**config.mk**
```make
export PLATFORM = sky130hd
export DESIGN_NAME = rle_loader
export DESIGN_NICKNAME = d
export VERILOG_FILES = /design/src/rtl/rle_loader.sv
export SDC_FILE = /design/constraint.sdc
export NUM_CORES = 1
export LEC_CHECK = 0
export ABC_AREA = 1
export BUFFER_PORTS_ARGS = -buffer_cell sky130_fd_sc_hd__buf_2
export CAP_MARGIN = 30
export CORE_ASPECT_RATIO = 1.75
export CORE_MARGIN = 10
export CORE_UTILIZATION = 62
export DETAILED_ROUTE_END_ITERATION = 12
export PLACE_DENSITY = 0.85
export SLEW_MARGIN = 20
export SYNTH_ARGS = -nofsm -noshare
export SYNTH_HDL_FRONTEND = slang
export SYNTH_SLANG_ARGS = --single-unit
export TNS_END_PERCENT = 5
```
**constraint.sdc**
```tcl
create_clock -name clk_sys -period 4.2 [get_ports clk_sys]
set_input_delay 0.21 -clock clk_sys [delete_from_list [all_inputs] [get_ports clk_sys]]
set_output_delay 0.21 -clock clk_sys [all_outputs]
set_load 0.02 [all_outputs]
```
**src/rtl/rle_loader.sv**
```systemverilog
// Byte-stream snapshot loader: copies raw bytes or expands ESC,count,value runs
// into memory starting at BASE, with a write-accept handshake and start-up hold.
module rle_loader #(
    parameter int              AW       = 16,
    parameter logic [AW-1:0]   BASE     = 'h2000,
    parameter logic [7:0]      ESC      = 8'hED,
    parameter int              CW       = 8,
    parameter int              HOLD_CYC = 3000000
) (
    input  logic          clk_sys,
    input  logic          reset,
    input  logic          start,
    input  logic          rle_en,
    input  logic          done,
    input  logic          in_wr,
    input  logic [7:0]    in_data,
    output logic          in_wait,
    output logic [AW-1:0] mem_addr,
    output logic [7:0]    mem_data,
    output logic          mem_wr,
    input  logic          mem_ready,
    output logic          busy,
    output logic          hold_reset,
    output logic          end_seen,
    output logic          overflow
);
    localparam int HW = $clog2(HOLD_CYC + 1);

    typedef enum logic [2:0] {IDLE, HOLD, LIT, CNT, VAL, RUN, STOP} state_t;

    state_t        state, nxt;
    logic          mode;
    logic          wrapped;
    logic [HW-1:0] hold_cnt;
    logic [CW-1:0] run_cnt;
    logic          take, wr_acc, at_top, is_esc;
    logic          run_step, run_last, run_more;

    assign wr_acc   = mem_wr & mem_ready;
    assign at_top   = (mem_addr == {AW{1'b1}});
    assign is_esc   = mode & (in_data == ESC);
    assign take     = in_wr & ~in_wait & ~done & ~start & (state inside {LIT, CNT, VAL, STOP});
    // Once wrapped, a run keeps stepping with mem_wr low: each step is a dropped write.
    assign run_step = (state == RUN) & (wr_acc | ~mem_wr);
    assign run_last = (run_cnt == CW'(1));
    assign run_more = (state == RUN) & ~done & ~run_last & ~at_top;

    always_ff @(posedge clk_sys) begin
        if (reset) state <= IDLE;
        else       state <= nxt;
    end

    always_comb begin
        nxt = state;
        if (start) begin
            nxt = HOLD;
        end else if (done && state != IDLE) begin
            nxt = IDLE;
        end else begin
            case (state)
                HOLD: if (hold_cnt <= HW'(1)) nxt = LIT;
                LIT:  if (take && is_esc) nxt = CNT;
                CNT:  if (take) nxt = (in_data == 8'h00) ? STOP : VAL;
                VAL:  if (take) nxt = RUN;
                RUN:  if (run_step && run_last) nxt = LIT;
                default: nxt = state;
            endcase
        end
    end

    always_comb begin
        in_wait    = mem_wr | (state == HOLD) | (state == RUN);
        hold_reset = (state == HOLD);
    end

    always_ff @(posedge clk_sys) begin
        if (reset) begin
            mem_addr <= BASE;
            mem_data <= '0;
            mem_wr   <= 1'b0;
            busy     <= 1'b0;
            end_seen <= 1'b0;
            overflow <= 1'b0;
            wrapped  <= 1'b0;
            mode     <= 1'b0;
            hold_cnt <= '0;
            run_cnt  <= '0;
        end else if (start) begin
            mem_addr <= BASE;
            mem_wr   <= 1'b0;
            busy     <= 1'b1;
            end_seen <= 1'b0;
            overflow <= 1'b0;
            wrapped  <= 1'b0;
            mode     <= rle_en;
            hold_cnt <= HW'(HOLD_CYC);
        end else begin
            if (done) busy <= 1'b0;
            // A pending write always completes, even after done has sent us to IDLE.
            if (wr_acc) begin
                mem_addr <= mem_addr + AW'(1);
                mem_wr   <= run_more;
                if (at_top) wrapped <= 1'b1;
            end
            if (state == HOLD) hold_cnt <= hold_cnt - HW'(1);
            if (run_step && !done) begin
                run_cnt <= run_cnt - CW'(1);
                if (!mem_wr) overflow <= 1'b1;
            end
            if (take) begin
                case (state)
                    LIT: if (!is_esc) begin
                        if (wrapped) begin
                            overflow <= 1'b1;
                        end else begin
                            mem_wr   <= 1'b1;
                            mem_data <= in_data;
                        end
                    end
                    CNT: begin
                        if (in_data == 8'h00) end_seen <= 1'b1;
                        else                  run_cnt  <= CW'(in_data);
                    end
                    VAL: begin
                        mem_data <= in_data;
                        mem_wr   <= ~wrapped;
                    end
                    default: ;
                endcase
            end
        end
    end
endmodule

```
# After elaboration in Yosys (flattened, before gate mapping)

Cells that the tools add are included.

Add/subtract/negate cells: 3
Multipliers: 0
Divide/modulo/power cells: 0
$lt $le $gt $ge: 1
Equality and inequality tests: 21
Shift-type cells: 0
Multiplexer cells: 31
Bitwise operators: 20
Reduce and logical (&&, ||, !) cells: 20

Operator list:

| kind                                                                     | count |
|---|---|
| 8-bit 2-to-1 mux                                                         | 6 |
| 22-bit 2-to-1 mux                                                        | 2 |
| 22-bit by 1-bit <= comparator with 1-bit output (second input constant)  | 1 |
| 22-bit by 1-bit subtractor with 22-bit output (second input constant)    | 1 |
| 16-bit by 1-bit adder with 16-bit output (second input constant)         | 1 |
| 16-bit equality test (second input constant)                             | 1 |
| 8-bit one-hot mux with 2 select lines                                    | 1 |
| 3-bit 2-to-1 mux                                                         | 5 |
| 3-bit one-hot mux with 5 select lines                                    | 1 |
| 1-bit 2-to-1 mux                                                         | 14 |
| 4-bit by 2-bit inequality test with 1-bit output (second input constant) | 3 |
| 6-bit AND reduction                                                      | 2 |
| 1-bit bitwise AND                                                        | 10 |
| 3-bit equality test (second input constant)                              | 3 |
| 8-bit by 1-bit equality test with 1-bit output (second input constant)   | 1 |
| 8-bit equality test (second input constant)                              | 1 |
| 8-bit zero test                                                          | 1 |
| 2-bit inequality test (second input constant)                            | 4 |
| 4-bit by 3-bit inequality test with 1-bit output (second input constant) | 2 |
| 8-bit by 1-bit subtractor with 8-bit output (second input constant)      | 1 |
| 1-bit NOT                                                                | 7 |
| 7-bit nonzero test                                                       | 1 |
| 3-bit by 2-bit equality test with 1-bit output (second input constant)   | 2 |
| 2-bit by 1-bit inequality test with 1-bit output (second input constant) | 3 |
| 15 further kinds                                                         | 22 |

Flip-flop bits (word level): 63
Bits in latches: 0
RAM bits: 0
ROM bits: 0
Input bits: 15
Output and inout port bits: 30
Word-level logic and storage cells: 109
Memories kept: 0

# Logic depth before layout (Yosys ltp)

Gate-level depths: netlist of run 1.

Depth after elaboration: 13
Gate-level depth with buffers: 13
Depth with buffers taken out: 13

# Least setup slack after synthesis of run 1

No wires, ideal clock.

Path type: register -> register
Start point: register mem_addr[0]
End point: register mem_addr[12]
Setup time: 119 ps
Arrival time: 1686 ps
Data required time: 4081 ps
Setup slack: 2395 ps
Cell stages (with the launch flop): 9
Path buffers: 0
Period minus slack after synthesis: 1805 ps
Cell sequence: dfxtp_1 > ha_1 > inv_1 > nor3_1 > nand3_1 > nor3_1 > nand2_1 > o21ai_0 > a21oi_1

Longest elaborated chain between the ends: 1

Ends and longest elaborated chain:

| what                                     | RTL line | text |
|---|---|---|
| start: declaration                       | 18       | `output logic [AW-1:0] mem_addr,` |
| start signal: assignment                 | 101      | `mem_addr <= mem_addr + AW'(1);` |
| 16-bit by 1-bit adder with 16-bit output | 101      |  |

No other way between the ends.
A chain may end at the register's enable or synchronous reset.

# Worst setup path in the final report of run 1

Ends and elaborated chain as after synthesis.

==> impl_metrics.xml, run 1 <==
<?xml version="1.0" encoding="UTF-8"?>
<metrics>
  <group name="floorplan">
    <metric name="placementRows" unit="">35</metric>
    <metric name="die_h" unit="µm">118</metric>
    <metric name="top_level_ports" unit="">45</metric>
    <metric name="chipWidth" unit="µm">76.2</metric>
    <metric name="start_util" unit="">0.646</metric>
    <metric name="coreArea" unit="µm²">5300</metric>
    <metric name="die_area" unit="µm²">9010</metric>
  </group>
  <group name="clocking">
    <metric name="cts_hold_repair.buffers" unit="">0</metric>
    <metric name="clkLatencyLatePin" unit="ns">0.34</metric>
    <metric name="cts_tree" unit="">yes</metric>
    <metric name="numCtsBuffers" unit="">9</metric>
    <metric name="clkSlewWorstSetupHoldPaths" unit="ns">0.07</metric>
    <metric name="htree_levels" unit="">3</metric>
    <metric name="max-clock-path-buffers" unit="">2</metric>
    <metric name="cts-resized-gates" unit="">0</metric>
    <metric name="cts_sinks" unit="">63</metric>
    <metric name="clock_tree.root_cell" unit="">clkbuf_8</metric>
    <metric name="cts_setup_buffers" unit="">0</metric>
  </group>
  <group name="critical_path">
    <metric name="critPathMostFrequentCell" unit="">nor3_1</metric>
    <metric name="reg2reg_slack" unit="ns">2.28</metric>
    <metric name="worst_reg2reg_endpoint" unit="">mem_addr[12]$_SDFFE_PP0P_</metric>
    <metric name="worst-path-buf-inv" unit="">1</metric>
    <metric name="reg2reg_depth" unit="">8</metric>
    <metric name="arrival" unit="ns">2.15</metric>
    <metric name="critical-path-slowest-cell" unit="">dfxtp_1</metric>
    <metric name="crit_path_cell_trace" unit="">ha_1 &gt; inv_1 &gt; nor3_1 &gt; nand3_1 &gt; nor3_1 &gt; nand2_1 &gt; o21ai_0 &gt; a21oi_1</metric>
    <metric name="crit-reg2reg-launch" unit="">mem_addr[0]$_SDFFE_PP0P_</metric>
    <metric name="crit_path_end_kind" unit="">register</metric>
    <metric name="critical_path_required" unit="ns">4.44</metric>
    <metric name="critPathLaunchType" unit="">register</metric>
    <metric name="cp_top_family" unit="">simple AND/OR/NAND/NOR gates</metric>
    <metric name="timing_worst_setup_path_type" unit="">reg2reg</metric>
    <metric name="critical_path.max_fanout" unit="">5</metric>
    <metric name="critPathMaxStageDelay" unit="ns">0.40</metric>
  </group>
  <group name="routing">
    <metric name="drt-pass1-iter-count" unit="">5</metric>
    <metric name="drt_drc_violations_left" unit="">0</metric>
    <metric name="post_drt_wl_per_cell" unit="µm">13.3</metric>
    <metric name="detail-route-antenna-nets" unit="">0</metric>
    <metric name="vias" unit="">3571</metric>
    <metric name="avgViaCountPerCell" unit="">5.44</metric>
    <metric name="postRouteWirelength" unit="mm">8.75</metric>
    <metric name="drc_marker_count_from_the_first_detailed_route_iteration" unit="">347</metric>
  </group>
  <group name="layout">
    <metric name="area_growth_syn_to_layout" unit="%">14.6</metric>
    <metric name="drive_gt1_frac" unit="">0.146</metric>
    <metric name="post-route-cell-area" unit="µm²">3920</metric>
    <metric name="multi_input_area" unit="µm²">1810</metric>
    <metric name="post_layout_nonfiller_instances" unit="">656</metric>
    <metric name="regArea" unit="µm²">1260</metric>
    <metric name="finish.utilization" unit="">0.740</metric>
    <metric name="num_antenna_cells" unit="">0</metric>
    <metric name="design.final.nets" unit="">597</metric>
    <metric name="fill_cell_count" unit="">445</metric>
  </group>
  <group name="yosys">
    <metric name="postSynth.asyncResetShare" unit="">0</metric>
    <metric name="top_ff_cell_synth" unit="">dfxtp_1</metric>
    <metric name="post-synth-top-area-fraction" unit="">0.368</metric>
    <metric name="synth-warning-count" unit="">0</metric>
    <metric name="synth_seq_area_share" unit="">0.368</metric>
    <metric name="synthTopCellsByArea" unit="">dfxtp_1, nand2_1, inv_1, nor2_1, a21oi_1</metric>
    <metric name="synth-edff-count" unit="">0</metric>
    <metric name="synth.avg_cell_area" unit="µm²">6.48</metric>
    <metric name="synthesis.instances" unit="">528</metric>
    <metric name="synth_top_area_cell" unit="">dfxtp_1</metric>
    <metric name="synthesis.nets" unit="">548</metric>
    <metric name="library_cells_used_by_synthesis" unit="">35</metric>
    <metric name="synth.ff_latch_count" unit="">63</metric>
    <metric name="synthesis.area" unit="µm²">3420</metric>
  </group>
  <group name="hold_path">
    <metric name="worst_min_delay_path_category" unit="">in2reg</metric>
    <metric name="hold-path-endpoint" unit="">mode$_SDFFE_PP0P_</metric>
    <metric name="min-delay-start" unit="">rle_en</metric>
    <metric name="worst_hold_path.num_cells" unit="">3</metric>
  </group>
  <group name="placement">
    <metric name="detailed_place.area" unit="µm²">3720</metric>
    <metric name="replace_congestion" unit="">0.939</metric>
    <metric name="portbufs" unit="">44</metric>
    <metric name="post-dp-hpwl" unit="mm">6.68</metric>
    <metric name="placed_cells_incl_taps" unit="">640</metric>
  </group>
  <group name="timing">
    <metric name="unrepaired_setup_endpoints_after_global_routing" unit="">no</metric>
    <metric name="timing.final.crit_period" unit="ns">1.92</metric>
    <metric name="final_hold_viol_count" unit="">0</metric>
    <metric name="finalSetupTns" unit="ns">0</metric>
    <metric name="report.final.setup_viol" unit="">0</metric>
    <metric name="worst-slew-pin-transition" unit="ns">0.678</metric>
    <metric name="fin_worst_skew" unit="ns">0.00675</metric>
    <metric name="final_worst_path_cycle_share" unit="">0.456</metric>
    <metric name="slew-limit-headroom" unit="">0.548</metric>
    <metric name="fmax" unit="MHz">522</metric>
    <metric name="final_number_of_max_transition_violations" unit="">0</metric>
  </group>
  <group name="power">
    <metric name="power_density" unit="nW/µm²">344</metric>
    <metric name="vdd_ir_drop_max" unit="mV">0.271</metric>
    <metric name="leakagePower" unit="nW">1.82</metric>
    <metric name="total_power" unit="W">0.00135</metric>
  </group>
  <group name="global_route">
    <metric name="via_count_of_the_first_global_routing_pass" unit="">3516</metric>
    <metric name="groute.usage.overall" unit="">0.198</metric>
    <metric name="grt_first_pass_wirelength" unit="mm">15.0</metric>
    <metric name="globalRoute.totalOverflow" unit="">0</metric>
    <metric name="grt_start_max_net_pins" unit="">26</metric>
    <metric name="number_of_antenna_violations_at_the_first_check_in_global_routing" unit="">0</metric>
  </group>
  <group name="run_status">
    <metric name="status" unit="">finished clean</metric>
  </group>
  <group name="flow_run">
    <metric name="timing.max_cap.violations" unit="">0</metric>
  </group>
</metrics>
logic make-up after synthesis:
family                   count (synthesis)  share of synthesized area
AO/OA/AOI/OAI                           88                      0.135
XOR/XNOR                                12                     0.0307
flip-flops                              63                      0.368
adder cells (fa/ha/maj)                  5                     0.0183
buffers and inverters                   94                      0.103
AND/OR/NAND/NOR                        266                      0.345
routing by layer:
layer  routed length [µm]  vias up  track usage
met5                    0        -            0
met4                  357        0        0.139
met2                 4700      119        0.371
met1                 3290     1641        0.188
met3                  405       26       0.0341
li1                     -     1785            -
final cells by class:
cell class,instances,share of cell area
clock buffer,12,0.0344
clock inverter,4,0.0179
inverter,87,0.0833
multi-input combinational,371,0.461
sequential,63,0.322
tap,74,0.0236
timing repair buffer,45,0.0581
report_power, final:
part / switching, W / total, W / internal (W)
clock network: 0.000227 / 0.000560 / 0.000333
logic: 0.000105 / 0.000156 / 0.0000507
registers: 0.0000173 / 0.000633 / 0.000615
how the worst max path moves through the flow:
stage | start | to | slack [ns] | cells after the start
floorplan | mem_addr[0]$_SDFFE_PP0P_ | mem_addr[12]$_SDFFE_PP0P_ | 2.40 | 8
global placement | mem_addr[0]$_SDFFE_PP0P_ | mem_addr[12]$_SDFFE_PP0P_ | 2.39 | 8
detailed placement | mem_addr[0]$_SDFFE_PP0P_ | mem_addr[12]$_SDFFE_PP0P_ | 2.31 | 8
CTS | mem_addr[0]$_SDFFE_PP0P_ | mem_addr[12]$_SDFFE_PP0P_ | 2.30 | 8
global route | mem_addr[0]$_SDFFE_PP0P_ | mem_addr[12]$_SDFFE_PP0P_ | 1.99 | 8
finish | mem_addr[0]$_SDFFE_PP0P_ | mem_addr[12]$_SDFFE_PP0P_ | 2.28 | 8
sequential cells by signal, indices dropped and copies added, names as in the netlist:
register	cells
busy	1
end_seen	1
hold_cnt	22
mem_addr	16
mem_data	8
mem_wr	1
mode	1
overflow	1
run_cnt	8
state	3
wrapped	1
stage by stage:
stage	hold slack, ns	setup WS (ns)
floorplan	0.279	2.40
global placement	0.436	2.39
detailed placement	0.444	2.31
CTS	0.0779	2.30
global route	0.0974	1.99
finish	0.0861	2.28
cell usage after synthesis, types with 5 or more instances:
| library cell | n |
|---|---|
| nor2_1 | 77 |
| a21oi_1 | 40 |
| nand4_1 | 8 |
| xor2_1 | 9 |
| nand2_1 | 103 |
| nand2_2 | 5 |
| nand3_1 | 40 |
| inv_2 | 6 |
| inv_1 | 80 |
| ha_1 | 5 |
| nor3_1 | 12 |
| clkbuf_1 | 6 |
| dfxtp_1 | 63 |
| nor2_2 | 8 |
| o21ai_0 | 36 |
layout by cell type (no fill, tap or decap), drive strengths merged, types with 3 or more instances in the layout:
cell type	n
nor2	87
xnor2	3
clkinv	3
nand4	9
xor2	9
nand3	43
dfxtp	63
buf	45
nor3	12
o21ai	39
ha	5
nand2	108
clkbuf	12
a21oi	40
inv	86
worst register-to-register path: stages, from the launching register on:
cell	delay (ns)
dfxtp_1	0.40
ha_1	0.19
inv_1	0.05
nor3_1	0.26
nand3_1	0.21
nor3_1	0.36
nand2_1	0.12
o21ai_0	0.16
a21oi_1	0.05
(Power assumes the default switching activity.)
==> run 2: changes to the inputs <==
CORE_UTILIZATION = 52   (was 62)
PLACE_DENSITY = 0.76   (was 0.85)
clock period = 1.64 ns   (was 4.2 ns; I/O delays follow)
==> run 2 against run 1 <==
Net effect:
- clock skew is 0.0021 ns lower
- clock power grew to 3.7 times the previous value
- sequential power grew to 2.6 times the previous value
- clock-buffer cell count decreased by 1
- wire length increased by 11%
- flip-flop and latch count did not move
- global-route usage down 0.88 points
==> impl_metrics.xml, run 2 (synthesis results as in run 1) <==
<?xml version="1.0" encoding="UTF-8"?>
<metrics>
  <group name="global_route">
    <metric name="grt_start_max_net_pins" unit="">20</metric>
    <metric name="number_of_antenna_violations_at_the_first_check_in_global_routing" unit="">0</metric>
    <metric name="grt_first_pass_wirelength" unit="mm">15.7</metric>
    <metric name="groute.usage.overall" unit="">0.189</metric>
    <metric name="globalRoute.totalOverflow" unit="">0</metric>
    <metric name="via_count_of_the_first_global_routing_pass" unit="">3626</metric>
  </group>
  <group name="power">
    <metric name="power_density" unit="nW/µm²">952</metric>
    <metric name="switching_share" unit="">0.241</metric>
    <metric name="vdd_ir_drop_max" unit="mV">0.586</metric>
    <metric name="total_power" unit="W">0.00414</metric>
    <metric name="seq_power_share" unit="">0.391</metric>
    <metric name="leakagePower" unit="nW">2.02</metric>
    <metric name="net-switching-power" unit="W">0.000997</metric>
    <metric name="internal-power" unit="W">0.00314</metric>
    <metric name="clock_power_share" unit="">0.496</metric>
    <metric name="power_frac_comb" unit="">0.113</metric>
  </group>
  <group name="layout">
    <metric name="finish.utilization" unit="">0.670</metric>
    <metric name="layout_commonest_cell" unit="">nand2_1</metric>
    <metric name="regMostFlops" unit="">hold_cnt</metric>
    <metric name="largest_register_ffs" unit="">22</metric>
    <metric name="design.final.nets" unit="">620</metric>
    <metric name="layout.cells.most_common_list" unit="">nand2_1, inv_1, nor2_1, dfxtp_1, buf_2</metric>
    <metric name="area_growth_syn_to_layout" unit="%">26.9</metric>
    <metric name="post_layout_nonfiller_instances" unit="">685</metric>
    <metric name="num_antenna_cells" unit="">0</metric>
    <metric name="fill_cell_count" unit="">605</metric>
    <metric name="drive_gt1_frac" unit="">0.224</metric>
    <metric name="reg.largest.list" unit="">hold_cnt: 22 flops, mem_addr: 16 flops</metric>
  </group>
  <group name="floorplan">
    <metric name="start_util" unit="">0.527</metric>
    <metric name="die_area" unit="µm²">10400</metric>
    <metric name="placementRows" unit="">39</metric>
    <metric name="chipWidth" unit="µm">81.3</metric>
    <metric name="coreArea" unit="µm²">6490</metric>
    <metric name="die_h" unit="µm">127</metric>
    <metric name="top_level_ports" unit="">45</metric>
  </group>
  <group name="routing">
    <metric name="post_drt_wl_per_cell" unit="µm">14.1</metric>
    <metric name="drc_marker_count_from_the_first_detailed_route_iteration" unit="">239</metric>
    <metric name="drt-pass1-iter-count" unit="">5</metric>
    <metric name="drt_drc_violations_left" unit="">0</metric>
    <metric name="postRouteWirelength" unit="mm">9.67</metric>
    <metric name="detail-route-antenna-nets" unit="">0</metric>
    <metric name="vias" unit="">3603</metric>
    <metric name="avgViaCountPerCell" unit="">5.26</metric>
  </group>
  <group name="clocking">
    <metric name="cts_sinks" unit="">63</metric>
    <metric name="clkLatencyLatePin" unit="ns">0.33</metric>
    <metric name="clkSlewWorstSetupHoldPaths" unit="ns">0.05</metric>
    <metric name="cts_tree" unit="">yes</metric>
    <metric name="htree_levels" unit="">3</metric>
    <metric name="clock_tree.root_cell" unit="">clkbuf_16</metric>
    <metric name="max-clock-path-buffers" unit="">2</metric>
    <metric name="numCtsBuffers" unit="">9</metric>
  </group>
  <group name="critical_path">
    <metric name="arrival" unit="ns">1.76</metric>
    <metric name="critPathLaunchType" unit="">register</metric>
    <metric name="timing_worst_setup_path_type" unit="">reg2reg</metric>
    <metric name="crit_path_end_kind" unit="">register</metric>
    <metric name="critical_path_required" unit="ns">1.86</metric>
    <metric name="critPathMaxStageDelay" unit="ns">0.36</metric>
    <metric name="critical-path-slowest-cell" unit="">dfxtp_4</metric>
    <metric name="crit_path_cell_trace" unit="">inv_2 &gt; nor2_4 &gt; nand2_2 &gt; nor2_4 &gt; nand2_2 &gt; inv_2 &gt; nand4_1 &gt; o21ai_1 &gt; nand3_1 &gt; nand2_1 &gt; inv_1</metric>
    <metric name="critical_path.max_fanout" unit="">4</metric>
  </group>
  <group name="timing">
    <metric name="final_worst_path_cycle_share" unit="">0.936</metric>
    <metric name="fin_worst_skew" unit="ns">0.00463</metric>
    <metric name="report.final.setup_viol" unit="">0</metric>
    <metric name="timing.final.crit_period" unit="ns">1.53</metric>
    <metric name="slew-limit-headroom" unit="">0.623</metric>
    <metric name="fmax" unit="MHz">652</metric>
    <metric name="unrepaired_setup_endpoints_after_global_routing" unit="">yes</metric>
    <metric name="final_number_of_max_transition_violations" unit="">0</metric>
    <metric name="worst-slew-pin-transition" unit="ns">0.565</metric>
    <metric name="final_hold_viol_count" unit="">0</metric>
  </group>
  <group name="placement">
    <metric name="replace_congestion" unit="">0.906</metric>
    <metric name="placed_cells_incl_taps" unit="">669</metric>
    <metric name="portbufs" unit="">44</metric>
    <metric name="post-dp-hpwl" unit="mm">7.21</metric>
  </group>
  <group name="flow_run">
    <metric name="timing.max_cap.violations" unit="">0</metric>
  </group>
  <group name="hold_path">
    <metric name="worst_min_delay_path_category" unit="">in2reg</metric>
  </group>
  <group name="run_status">
    <metric name="status" unit="">finished clean</metric>
  </group>
</metrics>
## run 2: final timing paths
| path | startpoint | to | slack [ns] | cells past startpoint |
|---|---|---|---|---|
| max | state[0]$_SDFFE_PP0P_ | hold_cnt[19]$_SDFFE_PP0P_ | 0.11 | 11 |
| min | in_data[6] | mem_data[6]$_SDFFE_PP0P_ | 0.05 | 3 |
| max reg2reg | state[0]$_SDFFE_PP0P_ | hold_cnt[19]$_SDFFE_PP0P_ | 0.11 | 11 |
| min reg2reg | end_seen$_SDFFE_PP0P_ | end_seen$_SDFFE_PP0P_ | 0.45 | 2 |
## run 2: area by class of cell
cell class                 instances  area, µm²  area share
clock buffer                      11        253      0.0582
clock inverter                     3       67.6      0.0155
tap                               82        103      0.0236
inverter                          87        327      0.0752
timing repair buffer              68        403      0.0927
multi-input combinational        371       1920       0.442
sequential                        63       1270       0.293
## run 2: metal layers
metal  global-route usage  vias up  wire [µm]
met3               0.0463       27        371
met1                0.183     1665       3640
li1                     -     1831          -
met5                    0        -          0
met2                0.336       80       5250
met4                0.127        0        408
## run 2: critical path: cells and delay by family, from the launching register on
| kind | cells | cell delay (ns) |
|---|---|---|
| AOI/OAI and AO/OA | 1 | 0.18 |
| buffers and inverters | 3 | 0.17 |
| DFF | 1 | 0.36 |
| and+or+nand+nor | 7 | 0.69 |
## run 2: power by group through the flow
stage          Clock [W]  Combinational, W  Sequential, W
2_1_floorplan          0          0.000294        0.00164
3_3_place_gp           0          0.000426        0.00164
3_5_place_dp           0          0.000434        0.00165
4_1_cts          0.00208          0.000439        0.00162
5_1_grt          0.00215          0.000526        0.00162
6_report         0.00205          0.000467        0.00162
## run 2: repair_timing
item	CTS	global route
pin swaps	0	4
setup endpoints to repair	2	36
endpoints found under the hold margin	1	0
hold buffers	1	0
setup buffers	0	1
gates resized for setup	1	41
## run 2: through the flow
step | worst slack, ns | setup TNS [ns] | instance area (µm²) | hold slack, ns
after global routing | -0.0746 | -0.201 | 4350 | 0.0609
after CTS | -0.00342 | -0.00342 | 4220 | 0.0441
after global placement | 0.0353 | 0 | 3890 | 0.316
after detailed placement | 0.000759 | 0 | 3890 | 0.317
after floorplan | 0.0225 | 0 | 3430 | 0.151
final | 0.105 | 0 | 4350 | 0.0497
==> run 3: changes to the inputs <==
RECOVER_POWER = 50   (was unset)
==> run 3 against run 2 <==
Net effect:
- clock power about the same
- cell count unchanged
- utilization down 0.13 points
- maximum frequency about the same
- sequential share of layout area up 0.059 points
- register-to-register slack about the same
- clock-buffer cell count unchanged
- worst hold slack about the same
- flip-flop and latch count unchanged
- highest routed layer unchanged
- non-clock buffer count unchanged
- critical path depth unchanged
- clock skew about the same
==> impl_metrics.xml, run 3 (synthesis results as in run 1) <==
<?xml version="1.0" encoding="UTF-8"?>
<metrics>
  <group name="routing">
    <metric name="drt_drc_violations_left" unit="">0</metric>
    <metric name="drc_marker_count_from_the_first_detailed_route_iteration" unit="">229</metric>
    <metric name="post_drt_wl_per_cell" unit="µm">14.2</metric>
    <metric name="postRouteWirelength" unit="mm">9.73</metric>
    <metric name="vias" unit="">3606</metric>
    <metric name="drt-pass1-iter-count" unit="">4</metric>
    <metric name="detail-route-antenna-nets" unit="">0</metric>
    <metric name="avgViaCountPerCell" unit="">5.26</metric>
  </group>
  <group name="placement">
    <metric name="post-dp-hpwl" unit="mm">7.21</metric>
    <metric name="preCtsSetupSlack" unit="ns">0.000759</metric>
    <metric name="portbufs" unit="">44</metric>
    <metric name="replace_congestion" unit="">0.906</metric>
    <metric name="placed_cells_incl_taps" unit="">669</metric>
  </group>
  <group name="power">
    <metric name="leakagePower" unit="nW">2.00</metric>
    <metric name="seq_power_share" unit="">0.391</metric>
    <metric name="vdd_ir_drop_max" unit="mV">0.586</metric>
    <metric name="power_density" unit="nW/µm²">954</metric>
    <metric name="internal-power" unit="W">0.00314</metric>
    <metric name="net-switching-power" unit="W">0.000999</metric>
    <metric name="switching_share" unit="">0.241</metric>
    <metric name="clock_power_share" unit="">0.496</metric>
    <metric name="power_frac_comb" unit="">0.113</metric>
    <metric name="total_power" unit="W">0.00414</metric>
  </group>
  <group name="floorplan">
    <metric name="coreArea" unit="µm²">6490</metric>
    <metric name="placementRows" unit="">39</metric>
    <metric name="start_util" unit="">0.527</metric>
    <metric name="top_level_ports" unit="">45</metric>
    <metric name="die_area" unit="µm²">10400</metric>
    <metric name="chipWidth" unit="µm">81.3</metric>
    <metric name="die_h" unit="µm">127</metric>
  </group>
  <group name="timing">
    <metric name="finalSetupTns" unit="ns">0</metric>
    <metric name="final_number_of_max_transition_violations" unit="">0</metric>
    <metric name="slew-limit-headroom" unit="">0.611</metric>
    <metric name="fmax" unit="MHz">652</metric>
    <metric name="final_worst_path_cycle_share" unit="">0.936</metric>
    <metric name="unrepaired_setup_endpoints_after_global_routing" unit="">yes</metric>
    <metric name="report.final.setup_viol" unit="">0</metric>
    <metric name="fin_worst_skew" unit="ns">0.00468</metric>
    <metric name="final_critical_path_setup_slack" unit="ns">0.105</metric>
    <metric name="final_hold_viol_count" unit="">0</metric>
    <metric name="timing.final.crit_period" unit="ns">1.53</metric>
    <metric name="worst-slew-pin-transition" unit="ns">0.584</metric>
  </group>
  <group name="clocking">
    <metric name="max-clock-path-buffers" unit="">2</metric>
    <metric name="clkSlewWorstSetupHoldPaths" unit="ns">0.05</metric>
    <metric name="cts_tree" unit="">yes</metric>
    <metric name="numCtsBuffers" unit="">9</metric>
    <metric name="htree_levels" unit="">3</metric>
    <metric name="clock_tree.root_cell" unit="">clkbuf_16</metric>
    <metric name="clkLatencyLatePin" unit="ns">0.33</metric>
    <metric name="cts_sinks" unit="">63</metric>
  </group>
  <group name="layout">
    <metric name="post_layout_nonfiller_instances" unit="">685</metric>
    <metric name="fill_cell_count" unit="">610</metric>
    <metric name="multi_input_area" unit="µm²">1920</metric>
    <metric name="design.final.nets" unit="">620</metric>
    <metric name="area_growth_syn_to_layout" unit="%">26.7</metric>
    <metric name="regMostFlops" unit="">hold_cnt</metric>
    <metric name="drive_gt1_frac" unit="">0.212</metric>
    <metric name="largest_register_ffs" unit="">22</metric>
    <metric name="layout_commonest_cell" unit="">nand2_1</metric>
    <metric name="reg.largest.list" unit="">hold_cnt: 22 flops, mem_addr: 16 flops</metric>
    <metric name="finish.utilization" unit="">0.668</metric>
    <metric name="regArea" unit="µm²">1270</metric>
    <metric name="layout.cells.most_common_list" unit="">nand2_1, inv_1, nor2_1, dfxtp_1, a21oi_1</metric>
    <metric name="num_antenna_cells" unit="">0</metric>
  </group>
  <group name="critical_path">
    <metric name="critPathLaunchType" unit="">register</metric>
    <metric name="reg2reg_depth" unit="">11</metric>
    <metric name="critical_path.max_fanout" unit="">4</metric>
    <metric name="arrival" unit="ns">1.76</metric>
    <metric name="crit-reg2reg-launch" unit="">state[0]$_SDFFE_PP0P_</metric>
    <metric name="reg2reg_slack" unit="ns">0.11</metric>
    <metric name="timing_worst_setup_path_type" unit="">reg2reg</metric>
    <metric name="crit_path_end_kind" unit="">register</metric>
    <metric name="critical_path_required" unit="ns">1.86</metric>
    <metric name="worst_reg2reg_endpoint" unit="">hold_cnt[19]$_SDFFE_PP0P_</metric>
  </group>
  <group name="global_route">
    <metric name="grt_start_max_net_pins" unit="">20</metric>
    <metric name="grt_first_pass_wirelength" unit="mm">15.7</metric>
    <metric name="groute.usage.overall" unit="">0.189</metric>
    <metric name="globalRoute.totalOverflow" unit="">0</metric>
    <metric name="via_count_of_the_first_global_routing_pass" unit="">3626</metric>
    <metric name="number_of_antenna_violations_at_the_first_check_in_global_routing" unit="">0</metric>
  </group>
  <group name="flow_run">
    <metric name="timing.max_cap.violations" unit="">0</metric>
  </group>
  <group name="hold_path">
    <metric name="worst_hold_path.num_cells" unit="">3</metric>
    <metric name="worst_min_delay_path_category" unit="">in2reg</metric>
    <metric name="min-delay-start" unit="">in_data[6]</metric>
    <metric name="hold-path-endpoint" unit="">mem_data[6]$_SDFFE_PP0P_</metric>
  </group>
  <group name="run_status">
    <metric name="status" unit="">finished clean</metric>
  </group>
</metrics>
run 3: routing by layer:
metal | track usage | routed length [µm] | up-vias
li1 | - | - | 1830
met1 | 0.183 | 3720 | 1672
met2 | 0.336 | 5250 | 75
met3 | 0.0463 | 328 | 29
met4 | 0.127 | 425 | 0
met5 | 0 | 0 | -
run 3: power groups by stage:
stage                     combinational (W)  sequential (W)  clock [W]
final                              0.000467         0.00162    0.00205
after global routing               0.000525         0.00162    0.00215
after CTS                          0.000439         0.00162    0.00208
after detailed placement           0.000434         0.00165          0
after global placement             0.000426         0.00164          0
after floorplan                    0.000294         0.00164          0
run 3: timing repair:
item / in CTS / in global routing
resized for setup: 1 / 41
hold buffers: 1 / 0
endpoints found under the hold margin: 1 / 0
cloned: 0 / 0
pin swaps: 0 / 4
buffers inserted: 0 / 1
endpoints found under the setup margin: 2 / 36
run 3: critical path: stages, from the launching register on:
cell     delay [ns]
dfxtp_4        0.36
inv_2          0.06
nor2_4         0.09
nand2_2        0.08
nor2_4         0.13
nand2_2        0.09
inv_2          0.07
nand4_1        0.16
o21ai_1        0.18
nand3_1        0.08
nand2_1        0.06
inv_1          0.05
run 3: per-stage QoR:
stage | cell area (µm²) | hold slack (ns)
after floorplan | 3430 | 0.151
after global placement | 3890 | 0.316
after detailed placement | 3890 | 0.317
after CTS | 4220 | 0.0441
after global routing | 4340 | 0.0609
final | 4340 | 0.0495
run 3: how the worst max path moves through the flow:
| stage | startpoint | slack, ns | endpoint |
|---|---|---|---|
| after floorplan | mem_wr$_SDFF_PP0_ | 0.02 | mem_addr[15]$_SDFFE_PP0P_ |
| after global placement | state[0]$_SDFFE_PP0P_ | 0.04 | hold_cnt[19]$_SDFFE_PP0P_ |
| after detailed placement | state[0]$_SDFFE_PP0P_ | 0.0008 | hold_cnt[19]$_SDFFE_PP0P_ |
| after CTS | mem_addr[1]$_SDFFE_PP0P_ | -0.003 | mem_addr[12]$_SDFFE_PP0P_ |
| after global routing | mem_addr[1]$_SDFFE_PP0P_ | -0.07 | mem_addr[12]$_SDFFE_PP0P_ |
| final | state[0]$_SDFFE_PP0P_ | 0.11 | hold_cnt[19]$_SDFFE_PP0P_ |
run 3: area by class of cell:
| type | instances | area share |
|---|---|---|
| clock buffers | 11 | 0.0583 |
| clock inverters | 3 | 0.0156 |
| inverters | 87 | 0.0753 |
| multi-input cells | 371 | 0.443 |
| flip-flops and latches | 63 | 0.293 |
| well taps | 82 | 0.0237 |
| repair buffers | 68 | 0.0909 |
